--- src/rtl/regbank_dump_tx_if.sv ---
// Output stream of the register-dump transmitter: one {index, value} word per transfer.
interface regbank_dump_tx_if #(
    parameter int ADDR_W = 5,
    parameter int DATA_W = 32
);
    // A word moves on a clock edge where out_valid && out_ready are both high. The
    // master keeps out_valid, out_index and out_data stable until that edge, and
    // never waits for out_ready before raising out_valid.
    logic              out_valid;
    logic              out_ready;
    logic [ADDR_W-1:0] out_index;
    logic [DATA_W-1:0] out_data;

    modport master (output out_valid, output out_index, output out_data, input out_ready);
    modport slave  (input out_valid, input out_index, input out_data, output out_ready);
endinterface

--- src/rtl/regbank_dump_tx.sv ---
// Walks a (possibly wrapping) range of register indices, reads each one through the
// debug read port and streams it out as an {index, value} word.
module regbank_dump_tx #(
    parameter int NUM_REGS = 32,
    parameter int ADDR_W   = 5,
    parameter int DATA_W   = 32
) (
    input  logic              clock,
    input  logic              reset_n,
    input  logic              start,
    input  logic [ADDR_W-1:0] first_idx,
    input  logic [ADDR_W-1:0] last_idx,
    output logic              busy,
    output logic              done,
    output logic [ADDR_W-1:0] rf_raddr,
    input  logic [DATA_W-1:0] rf_rdata,
    output logic [1:0]        state_dbg,
    regbank_dump_tx_if.master dump
);

    typedef enum logic [1:0] {
        IDLE = 2'd0,
        READ = 2'd1,
        SEND = 2'd2,
        DONE = 2'd3
    } state_t;

    state_t            state;
    state_t            state_next;
    logic [ADDR_W-1:0] cur;
    logic [ADDR_W-1:0] last_r;
    logic [ADDR_W-1:0] idx_r;
    logic [DATA_W-1:0] data_r;
    logic              load;
    logic              capture;
    logic              advance;

    always_ff @(posedge clock or negedge reset_n) begin
        if (!reset_n) begin
            state  <= IDLE;
            cur    <= '0;
            last_r <= '0;
            idx_r  <= '0;
            data_r <= '0;
        end else begin
            state <= state_next;
            if (load) begin
                cur    <= first_idx;
                last_r <= last_idx;
            end
            if (capture) begin
                idx_r  <= cur;
                data_r <= rf_rdata;
            end
            // NUM_REGS is a power of two, so the natural ADDR_W-bit wrap is the modulo.
            if (advance) begin
                cur <= cur + ADDR_W'(1);
            end
        end
    end

    always_comb begin
        state_next = state;
        load       = 1'b0;
        capture    = 1'b0;
        advance    = 1'b0;
        unique case (state)
            IDLE: begin
                if (start) begin
                    state_next = READ;
                    load       = 1'b1;
                end
            end
            READ: begin
                state_next = SEND;
                capture    = 1'b1;
            end
            SEND: begin
                if (dump.out_ready) begin
                    if (cur == last_r) begin
                        state_next = DONE;
                    end else begin
                        state_next = READ;
                        advance    = 1'b1;
                    end
                end
            end
            DONE: begin
                state_next = IDLE;
            end
            default: begin
                state_next = IDLE;
            end
        endcase
    end

    assign busy           = (state != IDLE);
    assign done           = (state == DONE);
    assign rf_raddr       = (state == IDLE) ? '0 : cur;
    assign state_dbg      = state;
    assign dump.out_valid = (state == SEND);
    assign dump.out_index = idx_r;
    assign dump.out_data  = data_r;

endmodule

--- src/flat_wrapper.sv ---
// flat-port wrapper written by rule: the top's interface ports become plain ports
module regbank_dump_tx_flat 
#(
    parameter int NUM_REGS = 32,
    parameter int ADDR_W   = 5,
    parameter int DATA_W   = 32
)
  (clock, reset_n, start, first_idx, last_idx, busy, done, rf_raddr, rf_rdata, state_dbg, dump_out_valid, dump_out_index, dump_out_data, dump_out_ready);
  regbank_dump_tx_if #(.ADDR_W(ADDR_W), .DATA_W(DATA_W)) dump_i ();
  input  logic clock;
  input  logic reset_n;
  input  logic start;
  input  logic [ADDR_W-1:0] first_idx;
  input  logic [ADDR_W-1:0] last_idx;
  output logic busy;
  output logic done;
  output logic [ADDR_W-1:0] rf_raddr;
  input  logic [DATA_W-1:0] rf_rdata;
  output logic [1:0] state_dbg;
  output wire logic [$bits(dump_i.out_valid)-1:0] dump_out_valid;
  output wire logic [$bits(dump_i.out_index)-1:0] dump_out_index;
  output wire logic [$bits(dump_i.out_data)-1:0] dump_out_data;
  input wire logic [$bits(dump_i.out_ready)-1:0] dump_out_ready;
  assign dump_out_valid = dump_i.out_valid;
  assign dump_out_index = dump_i.out_index;
  assign dump_out_data = dump_i.out_data;
  assign dump_i.out_ready = dump_out_ready;
  regbank_dump_tx #(.NUM_REGS(NUM_REGS), .ADDR_W(ADDR_W), .DATA_W(DATA_W)) u_core (.clock(clock), .reset_n(reset_n), .start(start), .first_idx(first_idx), .last_idx(last_idx), .busy(busy), .done(done), .rf_raddr(rf_raddr), .rf_rdata(rf_rdata), .state_dbg(state_dbg), .dump(dump_i));
endmodule
--- config.mk ---
export PLATFORM = sky130hd
export DESIGN_NAME = regbank_dump_tx_flat
export DESIGN_NICKNAME = d
export VERILOG_FILES = /design/src/rtl/regbank_dump_tx_if.sv /design/src/rtl/regbank_dump_tx.sv /design/src/flat_wrapper.sv
export SDC_FILE = /design/constraint.sdc
export NUM_CORES = 1
export LEC_CHECK = 0
export CAP_MARGIN = 15
export CORE_UTILIZATION = 45
export CTS_BUF_LIST = sky130_fd_sc_hd__clkbuf_16
export DETAILED_ROUTE_END_ITERATION = 6
export PLACE_DENSITY = 0.91
export SYNTH_ARGS = -nofsm -noshare
export SYNTH_HDL_FRONTEND = slang
export SYNTH_SLANG_ARGS = --single-unit
--- constraint.sdc ---
create_clock -name clock -period 2.9 [get_ports clock]
set_clock_uncertainty 0.1 [all_clocks]
set_input_delay 0.58 -clock clock [delete_from_list [all_inputs] [get_ports clock]]
set_output_delay 0.58 -clock clock [all_outputs]
set_load 0.005 [all_outputs]
==> impl_metrics.tcl <==
set metrics [dict create \
    status "complete, no violations" \
    r2r-end "u_core.dump.out_data[20]" \
    rr_worst_depth 2 \
    mappedNetlistNets 203 \
    core_area_um2 4414 \
    wl_um 4585 \
    r2r_start "u_core.state_dbg[1]" \
    slew_headroom 0.3893 \
    worstSetupStartpoint "u_core.state_dbg[0]" \
    worstSkewPairLatency_ns 0.28 \
    setup_ws_ns 0.5286 \
    hp-class "input port to asynchronous set/reset pin" \
    p_int_mw 2.455 \
    synth_area_leaders "dfrtp_1, mux2_2, xnor2_1, nor2_1, a21oi_1" \
    synth-async-reset-ratio 1.000 \
    root_buffer "clkbuf_16" \
    wl_per_cell_um 15.18 \
    fin_tns_setup_ns 0 \
    synth_top_cell_area_share 0.5826 \
    r2r_slack_ns 0.94 \
    fin_crit_sh 0.8177 \
    cp_top_family "flip-flops" \
    htree_levels 2 \
    yosysMostFrequentCell "dfrtp_1" \
    diodes 0 \
    ctsHoldBuffers 0 \
    dr.first_iter.drc_count 113 \
    synth_seq_cells 49 \
    io_pins 93 \
    critPathCapture "rf_raddr[2]" \
    viasPerCell 5.166 \
    crit_buf_inv 1 \
    initial_core_util 0.4768 \
    synthToLayoutAreaGrowth_pct 51.72 \
    rsz0062_at_grt "false" \
    first_pass_iters 4 \
    fillers 327 \
    p_switching_mw 1.062 \
    via_count 1560 \
    start_kind "register" \
    final_nets 296 \
    cts_buffers 5 \
    die-area_um2 4954 \
    die_y_um 70.39 \
    crit_chain "nor2_1 -> nor2b_1 -> clkdlybuf4s50_1" \
    synth_seq_area_share 0.5826 \
    dp.final_hpwl_um 3371 \
    leakage_nw 1.326 \
    synthesis.area_um2 2105 \
    cts_tree "done" \
    die_w_um 70.39 \
    final-hold-violation-count 0 \
    p_clk_frac 0.152 \
    rows 24 \
    drc 0 \
    max_slew.worst_pin.slew_ns 0.9161 \
    critPathRequiredTime_ns 2.22 \
    first_global_vias 1630 \
    antenna_found_initial 0 \
    synthCells 156 \
    avgSynthCellArea_um2 13.49 \
    setup_violations 0 \
    post_cts_buffers 0 \
    power_frac_comb 0.478 \
    yosys_warnings 0 \
    cts.clk_slew.worst_paths_ns 0.06 \
    synthFlopType "dfrtp_1" \
    criticalPathCategory "register to output pin" \
    slowest_delay_ns 0.50 \
    io_buffers 92 \
    slew_violations 0 \
    grt_max_degree 41 \
    cts_resized 0 \
    synth.distinct_cells 30 \
    synth_area_leader_cell "dfrtp_1" \
    gp_congestion 0.8121 \
    endpoint_kind "output pin" \
    grt_pass1_wl_um 7893 \
    final_cell_area_um2 3193 \
    sw_frac_of_total 0.3019 \
    place_area_um2 3055 \
    irDropWorstVdd_mv 0.5373 \
    final_antenna_net_count 0 \
    cp_max_fo 11 \
    slowest_stage "dfrtp_1" \
    cts_buffer_depth 2 \
    arrival_ns 1.69 \
    drv_cap 0 \
    layout_min_cycle_time_ns 2.371 \
    synth-edff-count 0 \
    gr-total-overflow 0 \
    synth_common_cells "dfrtp_1, mux2_2, nor2_1" \
    power_density_nw_per_um2 1101 \
    seq_power_share 0.370 \
    drive_gt1_frac 0.2120 \
    cts_sinks 49 \
    fmax_mhz 421.7 \
    path_depth 3 \
    dp_slack_ns 0.5655 \
    grt_usage 0.2046 \
]
==> layout by cell type, fill, tap and decap left out, drive strengths merged <==
cell,netlist,layout
a221o,3,3
o22ai,2,2
inv,4,4
dfrtp,49,49
o21ai,3,3
or2,1,1
xnor2,5,5
nand3b,1,1
nor2b,3,3
a31oi,2,2
nand2b,2,2
nor3b,1,1
nand2,6,6
nor2,10,10
mux2i,2,2
nand4,2,2
clkinv,0,3
and2b,1,1
and2,1,1
buf,6,2
nand3,1,1
clkdlybuf4s50,0,91
mux2,40,40
clkbuf,1,5
ha,1,1
o211ai,2,2
o2bb2ai,1,1
a21oi,6,6
==> layer usage <==
metal  wire length, um  up-vias  global-route usage  share of wire
met4                23        0             0.06222         0.0050
met2              2425       66              0.3492           0.53
met3               316        4             0.05051          0.069
li1                  -      737                   -              -
met5                 0        -                   0              0
met1              1819      753              0.2548           0.40
==> cells by family (layout without fill, tap and decap cells) <==
| family | count (synthesis) | after routing | share of synthesized area |
|---|---|---|---|
| compound gates | 19 | 19 | 0.06540 |
| xor+xnor | 5 | 5 | 0.02438 |
| fa+ha+maj | 1 | 1 | 0.005944 |
| buf+inv | 11 | 105 | 0.02615 |
| flops | 49 | 49 | 0.5826 |
| mux | 42 | 42 | 0.2235 |
| simple gates | 29 | 29 | 0.07195 |
==> worst reg2reg max path: cells and delay by family (launching register included) <==
family           cells  cell delay (ns)
DFF                  1             0.50
muxes                1             0.45
and+or+nand+nor      1             0.79
==> stage by stage <==
step	instances	hold WS, ns	power (mW)	utilization
after floorplan	156	0.1844	2.119	-
after global placement	294	0.3654	2.944	0.6922
after detailed placement	294	0.3829	3.012	0.6922
after CTS	302	0.1843	3.563	0.7234
after global routing	302	0.2123	3.758	0.7234
final	302	0.1686	3.517	0.7234
==> final cells by class <==
class                   count  area (um^2)  area share
flip-flops and latches     49         1226      0.3840
clock buffers               5        125.1     0.03918
multi-input cells          96        825.8      0.2586
inverters                   4        15.01    0.004702
well taps                  52        65.06     0.02038
clock inverters             3        12.51    0.003918
repair buffers             93        923.4      0.2892
==> flip-flops by register name, summed over array words and instances (netlist names) <==
name and cells:
u_core.state_dbg 2, u_core.dump.out_index 5, u_core.dump.out_data 32, u_core.cur 5, u_core.last_r 5
==> power groups by stage <==
stage	sequential (mW)	clock, mW	combinational [mW]
detailed placement	1.31	0	1.70
global placement	1.29	0	1.66
CTS	1.30	0.551	1.71
global route	1.35	0.583	1.83
floorplan	1.26	0	0.859
finish	1.30	0.535	1.68
==> worst min path at each step <==
stage | slack, ns | depth (start not counted) | end
2_1_floorplan | 0.18 | 0 | u_core.cur[0]
3_3_place_gp | 0.37 | 2 | u_core.dump.out_index[4]
3_5_place_dp | 0.38 | 2 | u_core.dump.out_index[4]
4_1_cts | 0.18 | 1 | u_core.state_dbg[1]
5_1_grt | 0.21 | 1 | u_core.state_dbg[1]
6_report | 0.17 | 1 | u_core.state_dbg[1]
No activity file was read; power rests on OpenSTA's default activity.
